File: src/rtl/regfile_dumper.sv
// regfile_dumper: streams every register-file entry as an (index, value) beat
// over a valid/ready handshake and keeps a running modulo-2^DW sum of them.
// Ports:
//   clk, rst_n        clock, asynchronous active-low reset
//   start             request a dump (honoured only when idle)
//   own               1 while rs1 must come from this block instead of the decoder
//   rs1 / rv1         regfile read address / combinational read data
//   out_valid/ready   handshake for the out_idx / out_data beat
//   busy, done        activity flag, one-cycle completion pulse
//   sum               modulo-2^DW sum of all accepted out_data values
module regfile_dumper #(
  parameter int unsigned NREGS = 32,
  parameter int unsigned AW    = 5,
  parameter int unsigned DW    = 32
) (
  input  logic          clk,
  input  logic          rst_n,
  input  logic          start,
  output logic          own,
  output logic [AW-1:0] rs1,
  input  logic [DW-1:0] rv1,
  output logic          out_valid,
  input  logic          out_ready,
  output logic [AW-1:0] out_idx,
  output logic [DW-1:0] out_data,
  output logic          busy,
  output logic          done,
  output logic [DW-1:0] sum
);

  localparam logic [AW-1:0] LAST_IDX = AW'(NREGS - 1);

  typedef enum logic [1:0] {
    S_IDLE = 2'd0,
    S_READ = 2'd1,
    S_HOLD = 2'd2,
    S_FIN  = 2'd3
  } state_e;

  state_e        state_q, state_d;
  logic [AW-1:0] idx_q, idx_d;
  logic [DW-1:0] sum_q, sum_d;
  logic [AW-1:0] out_idx_q, out_idx_d;
  logic [DW-1:0] out_data_q, out_data_d;
  logic          own_q, own_d;
  logic [AW-1:0] rs1_q, rs1_d;
  logic          out_valid_q, out_valid_d;
  logic          busy_q, busy_d;
  logic          done_q, done_d;

  // Next-state and datapath; status outputs are decoded from the next state
  // so they are registered yet line up with the state they describe.
  always_comb begin
    state_d    = state_q;
    idx_d      = idx_q;
    sum_d      = sum_q;
    out_idx_d  = out_idx_q;
    out_data_d = out_data_q;

    unique case (state_q)
      S_IDLE: begin
        if (start) begin
          idx_d   = '0;
          sum_d   = '0;
          state_d = S_READ;
        end
      end
      S_READ: begin
        out_data_d = rv1;
        out_idx_d  = idx_q;
        state_d    = S_HOLD;
      end
      S_HOLD: begin
        if (out_ready) begin
          sum_d = DW'(sum_q + out_data_q);
          if (idx_q == LAST_IDX) begin
            state_d = S_FIN;
          end else begin
            idx_d   = AW'(idx_q + AW'(1));
            state_d = S_READ;
          end
        end
      end
      S_FIN: begin
        state_d = S_IDLE;
      end
      default: begin
        state_d = S_IDLE;
      end
    endcase

    own_d       = (state_d == S_READ) || (state_d == S_HOLD);
    out_valid_d = (state_d == S_HOLD);
    busy_d      = (state_d != S_IDLE);
    done_d      = (state_d == S_FIN);
    rs1_d       = idx_d;
  end

  // State and output registers.
  always_ff @(posedge clk or negedge rst_n) begin
    if (!rst_n) begin
      state_q     <= S_IDLE;
      idx_q       <= '0;
      sum_q       <= '0;
      out_idx_q   <= '0;
      out_data_q  <= '0;
      own_q       <= 1'b0;
      rs1_q       <= '0;
      out_valid_q <= 1'b0;
      busy_q      <= 1'b0;
      done_q      <= 1'b0;
    end else begin
      state_q     <= state_d;
      idx_q       <= idx_d;
      sum_q       <= sum_d;
      out_idx_q   <= out_idx_d;
      out_data_q  <= out_data_d;
      own_q       <= own_d;
      rs1_q       <= rs1_d;
      out_valid_q <= out_valid_d;
      busy_q      <= busy_d;
      done_q      <= done_d;
    end
  end

  assign own       = own_q;
  assign rs1       = rs1_q;
  assign out_valid = out_valid_q;
  assign out_idx   = out_idx_q;
  assign out_data  = out_data_q;
  assign busy      = busy_q;
  assign done      = done_q;
  assign sum       = sum_q;

endmodule

File: config.mk
export PLATFORM = sky130hd
export DESIGN_NAME = regfile_dumper
export DESIGN_NICKNAME = d
export VERILOG_FILES = /design/src/rtl/regfile_dumper.sv
export SDC_FILE = /design/constraint.sdc
export NUM_CORES = 1
export LEC_CHECK = 0
export ABC_AREA = 1
export ABC_CLOCK_PERIOD_IN_PS = 2190
export CAP_MARGIN = 25
export CORE_UTILIZATION = 52
export DETAILED_ROUTE_END_ITERATION = 16
export MAX_ROUTING_LAYER = met4
export PLACE_DENSITY = 0.81
export SYNTH_ARGS = -nofsm -noshare
export SYNTH_HDL_FRONTEND = slang
export SYNTH_SLANG_ARGS = --single-unit
File: constraint.sdc
create_clock -name clk -period 2.19 [get_ports clk]
set_input_delay 0.438 -clock clk [delete_from_list [all_inputs] [get_ports clk]]
set_output_delay 0.438 -clock clk [all_outputs]
set_load 0.05 [all_outputs]
==> summary.md, run 1 <==
| Metric | Value |
|---|---|
| Met1 capacity usage during global routing | 40.55% |
| Gpl congestion | 0.8749 |
| Die Span X | 104.6 µm |
| Number of cells after detailed placement | 1010 |
| Number of primary I/O pins | 114 |
| Max Freq | 472.3 MHz |
| Number of inserted filler cells in the final layout | 868 |
| Via count | 5222 |
| Path class of the lowest-slack min-delay path | input pin to async pin |
| Outcome | finished clean |
| Post-synthesis async set-or-reset flop share | 100.0% |
| Die footprint | 10950 µm² |
| Total routing usage reported by global routing | 31.03% |
| # nets final | 958 |
| Number of sinks on the clock net | 80 |
| Cell type contributing the most total cell area after synthesis | sky130_fd_sc_hd__dfrtp_1 |
| CTS clk-pin slew, worst paths | 90 ps |
| Count of mapped cells out of synthesis | 764 |
| Met3 global-route usage | 4.367% |
| Min cycle time layout | 2117 ps |
| Global-route wire length before repair | 25.63 mm |
| Endpoint kind of the worst setup timing path | output pin |
| # rows | 37 |
| CP endpoint | sum[24] |
| Iteration-0 DRC count of the detailed router | 285 |
| Number of enable flip-flop cells after synthesis | 0 |
| Port Buffers | 113 |
| Busiest layer in global routing | met2 |
| Levels on crit path | 2 |
| Average instance area after synthesis | 7.168 µm² |
| Most used flip-flop cell after synthesis | sky130_fd_sc_hd__dfrtp_1 |
| Number of hold violations in the final report | 0 |
| Synth warn | 0 |
| DRC viols | 0 |
| Total inserted antenna cells | 0 |
| Clock Root Buffer | sky130_fd_sc_hd__clkbuf_8 |
| TritonCTS clock tree | done |
| Reg2reg start | sum[12]$_DFFE_PN0P_ |
| Crit Path Category | flop to output pin |
| Fraction of final layout cells with drive strength greater than 1 | 11.57% |
| Worst vdd ir | 1.134 mV |
| Largest delay share family, worst path | buffers and inverters |
| Final-report setup violation count | 0 |
| Static Leak | 3.769 nW |
| Maximum number of pins on one net before global-route repair | 45 |
| Part of the Yosys area used for sequential elements | 36.55% |
| Critical-path top delay cell | sky130_fd_sc_hd__clkdlybuf4s50_1 |
| Vias per inst | 5.090 |
| Routed length per placed instance | 15.07 µm |
| Initial standard-cell utilization of the core | 53.29% |
| FF+latch count, synth | 80 |
| RSZ-0062 raised after global routing | false |
| Post-synth top area share | 36.55% |
| Most frequent cells in the layout | sky130_fd_sc_hd__nand2_1, sky130_fd_sc_hd__inv_1, sky130_fd_sc_hd__clkdlybuf4s50_1 |
| Crit path largest cell delay | 790 ps |
| Post-synthesis instance area | 5477 µm² |
| Final number of max-transition violations | 0 |
| Met2 track utilization from global routing | 49.01% |
| H-tree depth | 3 |
| Number of cell instances on the worst register-to-register path | 12 |
| Buffers inserted during post-CTS setup optimization | 0 |
| Design Power | 12.41 mW |
| Clock latency of the later-clocked register in the worst-skew pair | 390 ps |
| Core Region | 10280 µm² |
| P per Cell Area | 1771 nW/µm² |
| Setup_tns | 0 ps |
| Maximum root-to-sink buffer count | 2 |
| Slack of the worst reg-to-reg path | 140 ps |
| Critical path launch point | sum[24]$_DFFE_PN0P_ |
| Crit path arrival time | 1680 ps |
| Post-synth cell types | 35 |
| Number of maximum-capacitance violations | 0 |
| Leading cell type in the layout, fill and taps excluded | sky130_fd_sc_hd__nand2_1 |
| Number of buffers and inverters on the critical path | 2 |
| Worst max-slew margin expressed relative to the limit | 63.93% |
| Ordered list of cells on the worst path | buf_4 > clkdlybuf4s50_1 |
| Measured slew at the worst slew-check pin | 539.3 ps |
| Number of nets in the synthesized netlist | 837 |
| Worst path required time | 1750 ps |
| Detailed Routing Iterations Pass 1 | 7 |
| Initial antenna violation count | 0 |
| Post-DP HPWL | 12.13 mm |
| Hold WS | 2.100 ps |
| Endpoint of the worst register-to-register path | sum[29]$_DFFE_PN0P_ |
| Largest cells by area after synthesis | sky130_fd_sc_hd__dfrtp_1, sky130_fd_sc_hd__nand2_1, sky130_fd_sc_hd__ha_1, sky130_fd_sc_hd__inv_1, sky130_fd_sc_hd__mux2_2 |
| Number of global-route vias before repair | 5223 |
| Clock skew after layout | 8.565 ps |
| Remaining number of nets flagged by the antenna check after routing | 0 |
| Top fanout value on the critical path | 2 |
| Wire length after detailed routing | 15.46 mm |
| Layout overhead on the synthesized area | 27.94% |
| Portion of the clock cycle consumed by the worst path in the final layout | 96.67% |
| DIE HEIGHT | 104.6 µm |
| Number of buffers created by CTS | 9 |
| Number of non-filler instances in the completed layout | 1026 |
| Startpoint type of the worst setup path | flop |
| Total grt overflow | 0 |
-- cell type report --
class | count | area (µm²) | share of cell area, %
Multi-Input combinational cell | 542 | 2924 | 41.73
Sequential cell | 80 | 2002 | 28.57
Timing Repair Buffer | 120 | 1206 | 17.21
Inverter | 132 | 498.0 | 7.107
Tap cell | 136 | 170.2 | 2.429
Clock buffer | 9 | 123.9 | 1.768
Clock inverter | 7 | 82.58 | 1.179
-- state kept, by name, indices dropped and copies added, names as in the netlist --
name       flops
out_valid      1
rs1            5
out_idx        5
busy           1
own            1
state_q        2
done           1
sum           32
out_data      32
-- synth_stat cells, types with 2 or more instances --
master	n
sky130_fd_sc_hd__buf_4	3
sky130_fd_sc_hd__nand3_2	6
sky130_fd_sc_hd__xnor2_1	2
sky130_fd_sc_hd__a21oi_1	33
sky130_fd_sc_hd__dfrtp_1	80
sky130_fd_sc_hd__o21ai_1	4
sky130_fd_sc_hd__o31ai_1	3
sky130_fd_sc_hd__nand3b_1	2
sky130_fd_sc_hd__nand4_1	4
sky130_fd_sc_hd__inv_2	13
sky130_fd_sc_hd__nand3_1	35
sky130_fd_sc_hd__nor2_2	5
sky130_fd_sc_hd__buf_2	5
sky130_fd_sc_hd__nor2_1	43
sky130_fd_sc_hd__ha_1	36
sky130_fd_sc_hd__nor3_2	3
sky130_fd_sc_hd__mux2_2	31
sky130_fd_sc_hd__nor2_4	2
sky130_fd_sc_hd__o21bai_1	3
sky130_fd_sc_hd__o21ai_0	21
sky130_fd_sc_hd__nand2_1	288
sky130_fd_sc_hd__nand2_2	12
sky130_fd_sc_hd__inv_1	118
-- report_power, final --
part	switching, mW	internal [mW]
Clock	0.649	0.549
Combinational	5.72	2.87
Sequential	0.538	2.08
-- how the worst min path moves through the flow --
stage | startpoint | endpoint | slack [ps] | cells after the start
5_1_grt | rst_n | out_data[23]$_DFFE_PN0N_ | 50 | 1
4_1_cts | rst_n | out_data[23]$_DFFE_PN0N_ | 20 | 1
3_3_place_gp | rst_n | out_data[23]$_DFFE_PN0N_ | 430 | 1
3_5_place_dp | rst_n | out_data[23]$_DFFE_PN0N_ | 450 | 1
2_1_floorplan | rst_n | busy$_DFF_PN0_ | 140 | 0
6_report | rst_n | out_data[23]$_DFFE_PN0N_ | 2 | 1
-- kinds of logic (layout without fill, tap and decap cells) --
group                    count (synthesis)  count (layout)  synth area share (%)
AO/OA/AOI/OAI                           68              68                 6.740
XOR/XNOR                                 3               3                0.4799
adder cells (fa/ha/maj)                 37              37                 8.590
buffers and inverters                  142             268                 10.24
flip-flops                              80              80                 36.55
multiplexers                            31              31                 6.374
AND/OR/NAND/NOR                        403             403                 31.03
-- routing by layer --
layer,vias to the layer above,share of wire (%)
met5,-,0
met4,0,2.3
met3,29,4.5
met2,148,47
met1,2425,46
li1,2620,-
-- timing repair --
action	CTS	global route
endpoints found under the setup margin	0	2
hold buffers	0	0
gates resized for setup	0	2
-- metrics by stage --
stage	instance area, µm²	worst slack (ps)	utilization, %
4_1_cts	6999	48.58	68.10
3_5_place_dp	6793	189.6	66.09
3_3_place_gp	6793	227.4	66.09
2_1_floorplan	5477	61.27	-
5_1_grt	7007	2.967	68.18
6_report	7007	72.89	68.18
Power figures use the tool's default switching activity.
==> run 2: changes to the inputs <==
--- a/config.mk
+++ b/config.mk
@@ -8,6 +8,7 @@
 export ABC_AREA = 1
 export ABC_CLOCK_PERIOD_IN_PS = 2190
 export CAP_MARGIN = 25
+export CORE_MARGIN = 4
 export CORE_UTILIZATION = 52
 export DETAILED_ROUTE_END_ITERATION = 16
 export MAX_ROUTING_LAYER = met4
==> summary.md, run 2 (synthesized netlist as in run 1, its figures left out) <==
| Metric | Value |
|---|---|
| H-tree depth | 3 |
| Max Freq | 470.5 MHz |
| Number of maximum-capacitance violations | 0 |
| Total grt overflow | 0 |
| Layout overhead on the synthesized area | 27.92% |
| Post-DP HPWL | 12.63 mm |
| Port Buffers | 113 |
| RSZ-0062 raised after global routing | false |
| Buffers inserted during post-CTS setup optimization | 0 |
| Endpoint of the worst register-to-register path | sum[21]$_DFFE_PN0P_ |
| Static Leak | 3.753 nW |
| Critical-path top delay cell | sky130_fd_sc_hd__clkdlybuf4s50_1 |
| Number of cells after detailed placement | 1011 |
| Total inserted antenna cells | 0 |
| Number of primary I/O pins | 114 |
| P per Cell Area | 1782 nW/µm² |
| # nets final | 959 |
| Gpl congestion | 0.9618 |
| Number of global-route vias before repair | 5439 |
| Largest delay share family, worst path | buffers and inverters |
| Clock latency of the later-clocked register in the worst-skew pair | 380 ps |
| Power Internal | 5.484 mW |
| Min cycle time layout | 2126 ps |
| Setup_tns | 0 ps |
| Number of hold violations in the final report | 0 |
| Vias per inst | 5.100 |
| TritonCTS clock tree | done |
| Portion of the clock cycle consumed by the worst path in the final layout | 97.06% |
| # rows | 37 |
| Routed length per placed instance | 15.77 µm |
| CTS clk-pin slew, worst paths | 90 ps |
| Maximum number of pins on one net before global-route repair | 45 |
| Measured slew at the worst slew-check pin | 534.9 ps |
| Final-report setup violation count | 0 |
| Die Span X | 110.6 µm |
| Core Region | 10280 µm² |
| Crit path arrival time | 1690 ps |
| Detailed Routing Iterations Pass 1 | 5 |
| Remaining number of nets flagged by the antenna check after routing | 0 |
| Number of sinks on the clock net | 80 |
| Maximum root-to-sink buffer count | 2 |
| Worst max-slew margin expressed relative to the limit | 64.23% |
| Hold WS | 19.82 ps |
| Worst path required time | 1750 ps |
| Outcome | finished clean |
| Crit path largest cell delay | 870 ps |
| Switching power | 7.000 mW |
| Number of buffers and inverters on the critical path | 1 |
| Number of cell instances on the worst register-to-register path | 12 |
| Global-route wire length before repair | 26.81 mm |
| Fraction of final layout cells with drive strength greater than 1 | 12.01% |
| Design Power | 12.48 mW |
| Clock Root Buffer | sky130_fd_sc_hd__clkbuf_8 |
| Wire length after detailed routing | 16.20 mm |
| Final number of max-transition violations | 0 |
| Reg2reg start | out_data[2]$_DFFE_PN0N_ |
| Share of total power in combinational logic | 69.9% |
| Number of inserted filler cells in the final layout | 893 |
| Clock skew after layout | 11.64 ps |
| Sw Share | 56.07% |
| Top fanout value on the critical path | 3 |
| Slack of the worst reg-to-reg path | 160 ps |
| DRC viols | 0 |
| Number of buffers created by CTS | 9 |
| Die footprint | 12240 µm² |
| Number of non-filler instances in the completed layout | 1027 |
| Iteration-0 DRC count of the detailed router | 302 |
| Levels on crit path | 1 |
| Ordered list of cells on the worst path | clkdlybuf4s50_1 |
| Leading cell type in the layout, fill and taps excluded | sky130_fd_sc_hd__nand2_1 |
| Startpoint type of the worst setup path | flop |
| # hold bufs at CTS | 0 |
| DIE HEIGHT | 110.6 µm |
| Most frequent cells in the layout | sky130_fd_sc_hd__nand2_1, sky130_fd_sc_hd__inv_1, sky130_fd_sc_hd__clkdlybuf4s50_1 |
| Sequential group share of total power | 20.8% |
| Via count | 5238 |
| Initial antenna violation count | 0 |
| Clock power frac | 9.3% |
| Count of instances resized after the clock tree is built | 0 |
| Total routing usage reported by global routing | 27.87% |
| Initial standard-cell utilization of the core | 53.29% |
| Path class of the lowest-slack min-delay path | input pin to async pin |
| Crit Path Category | flop to output pin |
| Endpoint kind of the worst setup timing path | output pin |
| Worst vdd ir | 1.465 mV |
run 2: through the flow:
stage          util, %  area [µm²]  setup slack, ps
2_1_floorplan        -        5477            61.27
3_3_place_gp     66.05        6788            212.6
3_5_place_dp     66.05        6788            97.36
4_1_cts          68.02        6990           0.2176
5_1_grt          68.16        7005            25.23
6_report         68.16        7005            64.39
run 2: final cells by class:
cell class              instances  area (µm²)  area share, %
multi-input cells             542        2932          41.85
flip-flops and latches         80        2002          28.58
repair buffers                121        1201          17.15
inverters                     132       498.0          7.108
well taps                     136       170.2          2.429
clock buffers                   9       123.9          1.768
clock inverters                 7       78.83          1.125
run 2: power groups by stage:
stage	combinational, mW	sequential, mW	clock (mW)
floorplan	4.08	4.51	0
global placement	8.44	2.57	0
detailed placement	8.57	2.62	0
CTS	8.67	2.59	1.17
global route	9.47	2.68	1.24
finish	8.73	2.60	1.16
run 2: worst max path at each step:
stage                                       start             endpoint  slack [ps]
after floorplan                sum[0]$_DFFE_PN0P_  sum[16]$_DFFE_PN0P_          60
after global placement    out_data[0]$_DFFE_PN0N_  sum[24]$_DFFE_PN0P_         210
after detailed placement       sum[0]$_DFFE_PN0P_  sum[24]$_DFFE_PN0P_         100
after CTS                 out_data[0]$_DFFE_PN0N_  sum[24]$_DFFE_PN0P_         0.2
after global routing           sum[2]$_DFFE_PN0P_  sum[29]$_DFFE_PN0P_          30
final                         sum[28]$_DFFE_PN0P_              sum[28]          60
run 2: worst register-to-register path, stage by stage, from the launching register on:
cell                      delay, ps
sky130_fd_sc_hd__dfrtp_1        410
sky130_fd_sc_hd__ha_1           450
sky130_fd_sc_hd__inv_1          100
sky130_fd_sc_hd__nand2_1        130
sky130_fd_sc_hd__nand3_1         90
sky130_fd_sc_hd__nand2_1        140
sky130_fd_sc_hd__nand2_1        100
sky130_fd_sc_hd__nand2_2        170
sky130_fd_sc_hd__nand2_1        100
sky130_fd_sc_hd__nand2_1         70
sky130_fd_sc_hd__nand2_1         40
sky130_fd_sc_hd__nand3_1         70
sky130_fd_sc_hd__nand2_1         60
run 2: metal layers:
metal  part of all wire [%]  global-route usage, %  routed length (µm)
met4                    2.3                  9.606                 372
met5                      0                      -                   0
met1                     46                  36.40                7466
met2                     47                  44.30                7557
met3                    5.0                  4.438                 803
==> run 3: changes to the inputs <==
--- a/config.mk
+++ b/config.mk
@@ -8,7 +8,7 @@
 export ABC_AREA = 1
 export ABC_CLOCK_PERIOD_IN_PS = 2190
 export CAP_MARGIN = 25
-export CORE_MARGIN = 4
+export CORE_MARGIN = 2
 export CORE_UTILIZATION = 52
 export DETAILED_ROUTE_END_ITERATION = 16
 export MAX_ROUTING_LAYER = met4
==> summary.md, run 3 (synthesized netlist as in run 1, its figures left out) <==
| Metric | Value |
|---|---|
| Most frequent cells in the layout | sky130_fd_sc_hd__nand2_1, sky130_fd_sc_hd__inv_1, sky130_fd_sc_hd__clkdlybuf4s50_1 |
| Number of global-route vias before repair | 5403 |
| Crit path largest cell delay | 850 ps |
| P per Cell Area | 1777 nW/µm² |
| Crit Path Category | flop to output pin |
| Routed length per placed instance | 15.43 µm |
| Path class of the lowest-slack min-delay path | input pin to async pin |
| Total routing usage reported by global routing | 30.44% |
| Layout overhead on the synthesized area | 27.60% |
| # rows | 37 |
| Die footprint | 11370 µm² |
| Max Freq | 470.0 MHz |
| Number of buffers created by CTS | 9 |
| Global-route wire length before repair | 26.21 mm |
| Levels on crit path | 1 |
| Remaining number of nets flagged by the antenna check after routing | 0 |
| RSZ-0062 raised after global routing | false |
| Post-DP HPWL | 12.35 mm |
| Worst path required time | 1750 ps |
| Min cycle time layout | 2128 ps |
| Leading cell type in the layout, fill and taps excluded | sky130_fd_sc_hd__nand2_1 |
| Fraction of final layout cells with drive strength greater than 1 | 11.57% |
| Port Buffers | 113 |
| Setup_tns | 0 ps |
| Post-placement cell area | 6780 µm² |
| Clock latency of the later-clocked register in the worst-skew pair | 390 ps |
| Number of cell instances on the worst register-to-register path | 13 |
| Endpoint kind of the worst setup timing path | output pin |
| DRC viols | 0 |
| Vias per inst | 5.123 |
| Maximum number of pins on one net before global-route repair | 46 |
| Wire length after detailed routing | 15.83 mm |
| Number of sinks on the clock net | 80 |
| Initial antenna violation count | 0 |
| Die Span X | 106.6 µm |
| Top fanout value on the critical path | 3 |
| H-tree depth | 3 |
| Worst vdd ir | 1.193 mV |
| Ordered list of cells on the worst path | clkdlybuf4s50_1 |
| Maximum root-to-sink buffer count | 2 |
| Fraction of the core area covered by cells at the end of the flow | 67.99% |
| Via count | 5256 |
| Number of primary I/O pins | 114 |
| Number of inserted filler cells in the final layout | 914 |
| Measured slew at the worst slew-check pin | 560.7 ps |
| Critical-path top delay cell | sky130_fd_sc_hd__clkdlybuf4s50_1 |
| Gpl congestion | 0.9305 |
| Largest delay share family, worst path | buffers and inverters |
| Iteration-0 DRC count of the detailed router | 257 |
| Clock Root Buffer | sky130_fd_sc_hd__clkbuf_8 |
| Final-report setup violation count | 0 |
| Total inserted antenna cells | 0 |
| Finished Cell Area | 6988 µm² |
| Core Region | 10280 µm² |
| Initial standard-cell utilization of the core | 53.29% |
| # nets final | 958 |
| Combined area of the multi-input logic cells | 2922 µm² |
| Register cell area after layout | 2002 µm² |
| Portion of the clock cycle consumed by the worst path in the final layout | 97.16% |
| CTS clk-pin slew, worst paths | 90 ps |
| DIE HEIGHT | 106.6 µm |
| Number of hold violations in the final report | 0 |
| Clock skew after layout | 9.021 ps |
| Outcome | finished clean |
| Static Leak | 3.751 nW |
| TritonCTS clock tree | done |
| Startpoint type of the worst setup path | flop |
| Number of maximum-capacitance violations | 0 |
| Total grt overflow | 0 |
| Number of buffers and inverters on the critical path | 1 |
| Final number of max-transition violations | 0 |
| # hold bufs at CTS | 0 |
| Detailed Routing Iterations Pass 1 | 4 |
| Worst max-slew margin expressed relative to the limit | 62.22% |
| Crit path arrival time | 1690 ps |
## run 3: repair_timing
item | CTS | global route
setup endpoints to repair | 0 | 4
gates resized for setup | 0 | 2
hold endpoints to repair | 0 | 0
buffers inserted | 0 | 0
## run 3: stage by stage
stage	cells	total power, mW	hold slack, ps	setup WS (ps)
after floorplan	764	8.588	142.4	61.27
after global placement	1010	10.97	421.4	216.5
after detailed placement	1010	11.16	438.6	135.9
after CTS	1026	12.40	16.36	53.36
after global routing	1026	13.32	32.41	7.539
final	1026	12.42	7.393	62.14
## run 3: cell type report
cell class | count | area share, %
clock inverters | 7 | 1.128
repair buffers | 120 | 17.08
flip-flops and latches | 80 | 28.65
well taps | 136 | 2.435
multi-input cells | 542 | 41.81
inverters | 132 | 7.126
clock buffers | 9 | 1.773
## run 3: worst paths after layout
path	startpoint	to	slack, ps
min in group clk	out_idx[0]$_DFFE_PN0N_	out_idx[0]$_DFFE_PN0N_	500
max in group asynchronous	rst_n	out_data[3]$_DFFE_PN0N_	1550
max reg2reg	sum[0]$_DFFE_PN0P_	sum[16]$_DFFE_PN0P_	170
min	rst_n	out_data[23]$_DFFE_PN0N_	7
max	out_data[24]$_DFFE_PN0N_	out_data[24]	60
min reg2reg	out_idx[0]$_DFFE_PN0N_	out_idx[0]$_DFFE_PN0N_	500
## run 3: metal layers
layer | up-vias | track usage [%] | part of all wire, %
met2 | 148 | 49.18 | 48
met4 | 0 | 11.69 | 2.3
met1 | 2463 | 38.67 | 45
li1 | 2622 | - | -
met5 | - | - | 0
met3 | 23 | 4.863 | 4.6
## run 3: where the power goes
part / switching, mW / leakage (nW) / internal (mW)
sequential: 0.527 / 1.01 / 2.08
combinational: 5.81 / 2.65 / 2.84
clock: 0.631 / 0.0925 / 0.536
